==> src/rtl/sram_sp_be_model_pkg.sv <==
// Shared types for the JPEG buffer SRAM model: clear-FSM states and access decode.
// Pure declarations, no latency and no backpressure of their own.
package jpeg_sram_pkg;

    typedef enum logic {
        ST_IDLE  = 1'b0,
        ST_CLEAR = 1'b1
    } clr_state_t;

    // Encoded as {iWen, iCsn}; any cycle with iCsn high or the clear engine running is idle.
    localparam logic [1:0] ACC_WRITE = 2'b00;
    localparam logic [1:0] ACC_READ  = 2'b10;
    localparam logic [1:0] ACC_IDLE  = 2'b11;

    function automatic logic [1:0] acc_decode(input logic csn, input logic wen, input logic busy);
        if (busy || csn) begin
            return ACC_IDLE;
        end
        return {wen, 1'b0};
    endfunction

endpackage

==> src/rtl/sram_sp_be_model_clear_fsm.sv <==
// Post-reset clear engine: walks every word address once, one word per cycle.
// Takes 2**ADDRESSSIZE cycles; oBusy holds off all array accesses until the last word is written.
module sram_clear_fsm
    import jpeg_sram_pkg::*;
#(
    parameter int ADDRESSSIZE    = 15,
    parameter int CLEAR_ON_RESET = 1
) (
    input  logic                   iClk,
    input  logic                   iReset,
    output logic                   oBusy,
    output logic                   oClrVld,
    output logic [ADDRESSSIZE-1:0] oClrAddr
);

    localparam clr_state_t ST_AFTER_RESET = (CLEAR_ON_RESET != 0) ? ST_CLEAR : ST_IDLE;

    clr_state_t             r_state;
    clr_state_t             w_state_nxt;
    logic [ADDRESSSIZE-1:0] r_cnt;
    logic [ADDRESSSIZE-1:0] w_cnt_nxt;

    always_ff @(posedge iClk or negedge iReset) begin
        if (!iReset) begin
            r_state <= ST_AFTER_RESET;
            r_cnt   <= '0;
        end else begin
            r_state <= w_state_nxt;
            r_cnt   <= w_cnt_nxt;
        end
    end

    always_comb begin
        w_state_nxt = r_state;
        w_cnt_nxt   = r_cnt;
        oBusy       = 1'b0;
        oClrVld     = 1'b0;
        case (r_state)
            ST_CLEAR: begin
                oBusy     = 1'b1;
                oClrVld   = 1'b1;
                w_cnt_nxt = r_cnt + 1'b1;
                if (r_cnt == {ADDRESSSIZE{1'b1}}) begin
                    w_state_nxt = ST_IDLE;
                end
            end
            default: begin
            end
        endcase
    end

    assign oClrAddr = r_cnt;

endmodule

==> config.mk <==
export PLATFORM = sky130hd
export DESIGN_NAME = sram_clear_fsm
export DESIGN_NICKNAME = d
export VERILOG_FILES = /design/src/rtl/sram_sp_be_model_pkg.sv /design/src/rtl/sram_sp_be_model_clear_fsm.sv
export SDC_FILE = /design/constraint.sdc
export NUM_CORES = 1
export LEC_CHECK = 0
export ABC_AREA = 1
export BUFFER_PORTS_ARGS = -buffer_cell sky130_fd_sc_hd__buf_2
export CAP_MARGIN = 20
export CORE_ASPECT_RATIO = 1.2
export CORE_MARGIN = 4
export CORE_UTILIZATION = 35
export CTS_CLUSTER_DIAMETER = 100
export DETAILED_ROUTE_END_ITERATION = 16
export GPL_TIMING_DRIVEN = 0
export SLEW_MARGIN = 20
export SYNTH_ARGS = -nofsm -noshare
export SYNTH_HDL_FRONTEND = slang
export SYNTH_SLANG_ARGS = --single-unit
==> constraint.sdc <==
create_clock -name iClk -period 1.4 [get_ports iClk]
set_input_delay 0.28 -clock iClk [delete_from_list [all_inputs] [get_ports iClk]]
set_output_delay 0.28 -clock iClk [all_outputs]
set_load 0.01 [all_outputs]
==> impl_metrics.yaml, run 1 <==
global_routing:
  grt_pass1_wl_um: 2430
  met2_usage: 0.176
  grt_util_met1: 0.127
  grt_max_degree: 17
  use_met3: 0.0249
  first_global_vias: 564
  busiest_layer: "met2"
  antenna_found_initial: 0
  grtUsageTotal: 0.106
  grt_overflow_total: 0
finish:
  diodes: 0
  area_delta_synth_final_pct: 30.5
  final_cell_mix: "17 x nand2_1, 17 x buf_2, 15 x dfrtp_1"
  drive_gt1_frac: 0.345
  utilization: 0.491
  nNetsFinal: 114
  nFillCells: 219
  final_area_um2: 1040
drt:
  drt-total-wl_um: 1520
  drcViolationCount: 0
  firstDrtPassIters: 4
  via_per_inst: 4.39
  vias: 615
  wire_per_inst_um: 10.9
  drtAntennaViolNets: 0
  drt-initial-drc-count: 6
synthesis:
  syn-num-nets: 87
  yosysSeqAreaShare: 0.505
  postSynthCellCount: 84
  syn_area_um2: 796
  synth_cell_types: 18
  yosysWarnings: 0
  syn_area_per_cell_um2: 9.47
  ys_ff_latch: 16
sta:
  holdWs_ns: 0.423
  hold_viol_final: 0
  worst_pin_slew_ns: 0.355
  setup_violations: 0
  skew_ns: 0.00777
  rsz0062_at_grt: "true"
  relSlewSlack: 0.763
  finalMaxSlewViolations: 0
  setup_ws_ns: 0.0419
  period_needed_ns: 1.36
  fmax_mhz: 736
  fin_crit_sh: 0.970
floorplan:
  io_pins: 19
  die_x_um: 51.5
  initial_core_util: 0.376
  fp.dieH_um: 60.2
  core-area_um2: 2120
  num_rows: 18
  design.die.area_um2: 3100
place:
  post_dp_cell_area_um2: 923
  place_ws_ns: 0.0142
  hpwl_um: 1080
  port_buffers: 18
  gp_congestion: 0.829
worst_setup_path:
  path_class: "reg -> out"
  reg2reg_depth: 7
  critPathRequiredTime_ns: 1.12
  cpMostUsedCell: "buf_6"
  cp.arrival_ns: 1.08
  cp_max_fo: 6
  cp_slowest_cell: "dfstp_2"
  end_kind: "output port"
  path_cells: "buf_6 > buf_6"
  cp-start-kind: "flip-flop"
  cpPeakStageDelay_ns: 0.61
clock_network:
  cts_tree: "built"
  htreeDepth: 1
  cts_buffers: 3
  clock_latency_ns: 0.28
  cts_root_buf: "clkbuf_4"
  cts_buffer_depth: 2
  numClockSinks: 16
  cts.clk_slew.worst_paths_ns: 0.10
power:
  power_density_nw_per_um2: 747
  leakagePower_nw: 0.598
  finalPower_mw: 0.775
  peakVddDrop_v: 0.000450
worst_hold_path:
  hp-class: "in -> async"
run:
  maxCapViolCount: 0
run_status:
  outcome: "complete, no violations"
[critical path: cells and delay by family (launching register included)]
| family | cells | cell delay, ns |
|---|---|---|
| buf+inv | 2 | 0.20 |
| flops | 1 | 0.61 |
[routing by layer]
| metal | routed length, um | part of all wire | vias up |
|---|---|---|---|
| li1 | - | - | 310 |
| met4 | 13 | 0.0085 | 0 |
| met1 | 648 | 0.43 | 286 |
| met2 | 755 | 0.50 | 17 |
| met5 | 0 | 0 | - |
| met3 | 106 | 0.070 | 2 |
[per-stage QoR]
step / cells / setup TNS, ns
after floorplan: 84 / 0
after global placement: 132 / 0
after detailed placement: 132 / 0
after CTS: 139 / 0
after global routing: 140 / -0.0747
final: 140 / 0
[kinds of logic after synthesis]
| logic type | after synthesis | synth area share |
|---|---|---|
| buf+inv | 13 | 0.0660 |
| fa+ha+maj | 1 | 0.0157 |
| xor+xnor | 12 | 0.132 |
| flops | 16 | 0.505 |
| mux | 1 | 0.0141 |
| compound gates | 1 | 0.00944 |
| simple gates | 40 | 0.258 |
[area by class of cell]
type                       instances  area [um^2]  area share
clock buffer                       4         36.3      0.0349
inverter                          12         45.0      0.0434
tap                               30         37.5      0.0361
buffer                             1         11.3      0.0108
sequential                        16          402       0.387
timing repair buffer              22          133       0.128
multi-input combinational         55          374       0.360
[power by group]
part           leakage (nW)  internal [mW]  total (mW)  switching, mW
clock                0.0210          0.158       0.302          0.144
combinational         0.357        0.00282      0.0116        0.00878
sequential            0.220          0.462       0.462              0
[Yosys cell counts]
master | instances | area [um^2]
dfstp_2 | 1 | 26.3
inv_1 | 12 | 45.0
nand2_1 | 18 | 67.6
xor2_1 | 8 | 70.1
ha_1 | 1 | 12.5
xnor2_1 | 4 | 35.0
nor2_2 | 3 | 18.8
nand2_4 | 1 | 11.3
nand4_1 | 2 | 12.5
buf_4 | 1 | 7.51
nand3_2 | 2 | 20.0
a21boi_0 | 1 | 7.51
mux2_2 | 1 | 11.3
dfrtp_1 | 15 | 375
nor2_1 | 6 | 22.5
nand3_1 | 5 | 25.0
nor3_1 | 1 | 5.00
nor2_4 | 2 | 22.5
[path summary, 6_finish.rpt]
check | from | to | slack (ns)
max reg2reg | r_state | oClrAddr[13] | 0.07
max | r_state | oClrVld | 0.04
min reg2reg | oClrAddr[11] | oClrAddr[11] | 0.51
min | iReset | oClrAddr[7] | 0.42
max in group asynchronous | iReset | r_state | 0.66
min in group iClk | oClrAddr[11] | oClrAddr[11] | 0.51
[registers in the layout, summed over array words and instances (netlist names)]
register and count:
oClrAddr 15, r_state 1
[repair_timing]
item                                    in CTS  in global routing
hold endpoints to repair                    15                  0
gates resized for setup                      0                  9
hold buffers                                 1                  0
setup buffers                                2                  1
endpoints found under the setup margin       2                  5
pin swaps                                    0                  4
No activity file was read; power rests on OpenSTA's default activity.
==> run 2, diff against run 1 <==
--- a/config.mk
+++ b/config.mk
@@ -14,6 +14,7 @@
 export CTS_CLUSTER_DIAMETER = 100
 export DETAILED_ROUTE_END_ITERATION = 16
 export GPL_TIMING_DRIVEN = 0
+export REMOVE_ABC_BUFFERS = 1
 export SLEW_MARGIN = 20
 export SYNTH_ARGS = -nofsm -noshare
 export SYNTH_HDL_FRONTEND = slang
==> run 2 against run 1 <==
Effect of this change:
- hold slack improved by 0.0032 ns
- highest routed layer unchanged
- flip-flop and latch count stayed put
- global-route usage increased by 0.68 points
- critical path depth increased by 5
- sequential share of layout area rose by 1.6 points
- register-to-register slack about the same
- sequential power hardly changed
- wire length is 1.2% higher
- power down 6.1%
- combinational power hardly changed
- clock-buffer cell count unchanged
- largest power group unchanged
==> impl_metrics.yaml, run 2 (same netlist as run 1, synthesis figures left out) <==
worst_setup_path:
  critPathRequiredTime_ns: 1.59
  path_class: "reg -> reg"
  cp_max_fo: 7
  cp-start-kind: "flip-flop"
  end_kind: "flip-flop"
  cp.arrival_ns: 1.52
worst_hold_path:
  hp-class: "in -> async"
floorplan:
  die_x_um: 51.5
  io_pins: 19
  num_rows: 18
  core-area_um2: 2120
  design.die.area_um2: 3100
  fp.dieH_um: 60.2
  initial_core_util: 0.376
clock_network:
  clock_latency_ns: 0.28
  cts.clk_slew.worst_paths_ns: 0.09
  cts_root_buf: "clkbuf_4"
  cts_tree: "built"
  htreeDepth: 1
  cts_buffers: 3
  numClockSinks: 16
  cts_buffer_depth: 2
finish:
  diodes: 0
  multi_input_area_um2: 364
  final_area_um2: 997
  seq_area_um2: 402
  layout_commonest_cell: "buf_2"
  fin_cells: 139
  drive_gt1_frac: 0.330
  nFillCells: 238
  final_cell_mix: "18 x buf_2, 17 x nand2_1, 15 x dfrtp_1"
  area_delta_synth_final_pct: 25.3
  nNetsFinal: 113
  largest_reg_flops: 15
global_routing:
  grt_max_degree: 17
  grtUsageTotal: 0.113
  antenna_found_initial: 0
  grt_overflow_total: 0
  met2_usage: 0.184
  grt_pass1_wl_um: 2590
  use_met3: 0.0249
  grt_util_met1: 0.136
  first_global_vias: 603
  busiest_layer: "met2"
power:
  switching_share: 0.210
  leakagePower_nw: 0.583
  power_frac_seq: 0.635
  finalPower_mw: 0.728
  power_density_nw_per_um2: 730
  pwr-share-clk: 0.350
  peakVddDrop_v: 0.000456
  p_comb_frac: 0.016
  p_int_mw: 0.575
  switching_power_mw: 0.153
drt:
  vias: 612
  drcViolationCount: 0
  wire_per_inst_um: 11.1
  firstDrtPassIters: 3
  via_per_inst: 4.40
  drt-initial-drc-count: 3
  drtAntennaViolNets: 0
  drt-total-wl_um: 1540
place:
  hpwl_um: 1120
  post_dp_cell_area_um2: 916
  gp_congestion: 0.818
  port_buffers: 18
  placedCellCount: 131
sta:
  worst_pin_slew_ns: 0.353
  period_needed_ns: 1.33
  fin_crit_sh: 0.953
  rsz0062_at_grt: "true"
  relSlewSlack: 0.764
  hold_viol_final: 0
  finalMaxSlewViolations: 0
  fin_tns_setup_ns: 0
  skew_ns: 0.00312
  fmax_mhz: 749
  setup_violations: 0
run:
  maxCapViolCount: 0
run_status:
  outcome: "complete, no violations"
-- run 2: power groups by stage --
stage	combinational, mW	sequential, mW	clock [mW]
3_5_place_dp	0.0104	0.471	0
3_3_place_gp	0.0103	0.471	0
2_1_floorplan	0.000000231	0.471	0
5_1_grt	0.0141	0.462	0.287
6_report	0.0116	0.462	0.254
4_1_cts	0.0126	0.462	0.261
-- run 2: timing repair --
item | CTS | global route
setup buffers | 1 | 2
pin swaps | 0 | 2
endpoints found under the setup margin | 1 | 5
cloned | 0 | 0
resized for setup | 0 | 5
endpoints found under the hold margin | 15 | 0
hold buffers | 1 | 0
-- run 2: layer usage --
layer / vias up / wire length, um
li1: 306 / -
met3: 2 / 98
met5: - / 0
met4: 0 / 14
met1: 289 / 653
met2: 15 / 774
-- run 2: cell type report --
type                    count  share of cell area
clock buffers               4              0.0263
flip-flops and latches     16               0.403
inverters                  12              0.0452
multi-input cells          55               0.365
well taps                  30              0.0376
repair buffers             22               0.123
-- run 2: critical path: stages (launching register included) --
cell and delay (ns):
dfstp_2 0.61, nand2_1 0.10, nor2_4 0.15, nand2_4 0.08, nor2_4 0.11, nand3_1 0.08
nand2_1 0.07, inv_1 0.04
-- run 2: metrics by stage --
step                utilization  hold WS (ns)  setup WS (ns)
global route              0.471         0.454        -0.0254
detailed placement        0.433         0.212         0.0287
floorplan                     -       -0.0156         0.0700
global placement          0.433         0.210         0.0265
finish                    0.471         0.427         0.0652
CTS                       0.453         0.433        0.00923
-- run 2: path summary, 6_finish.rpt --
kind / startpoint / to / slack [ns] / cells after the start
worst max register to register: r_state / oClrAddr[13] / 0.07 / 7
worst min-delay path: iReset / oClrAddr[7] / 0.43 / 2
worst max-delay path: r_state / oClrAddr[13] / 0.07 / 7
min in group iClk: oClrAddr[11] / oClrAddr[11] / 0.51 / 1
max in group asynchronous: iReset / r_state / 0.67 / 2
worst min register to register: oClrAddr[11] / oClrAddr[11] / 0.51 / 1
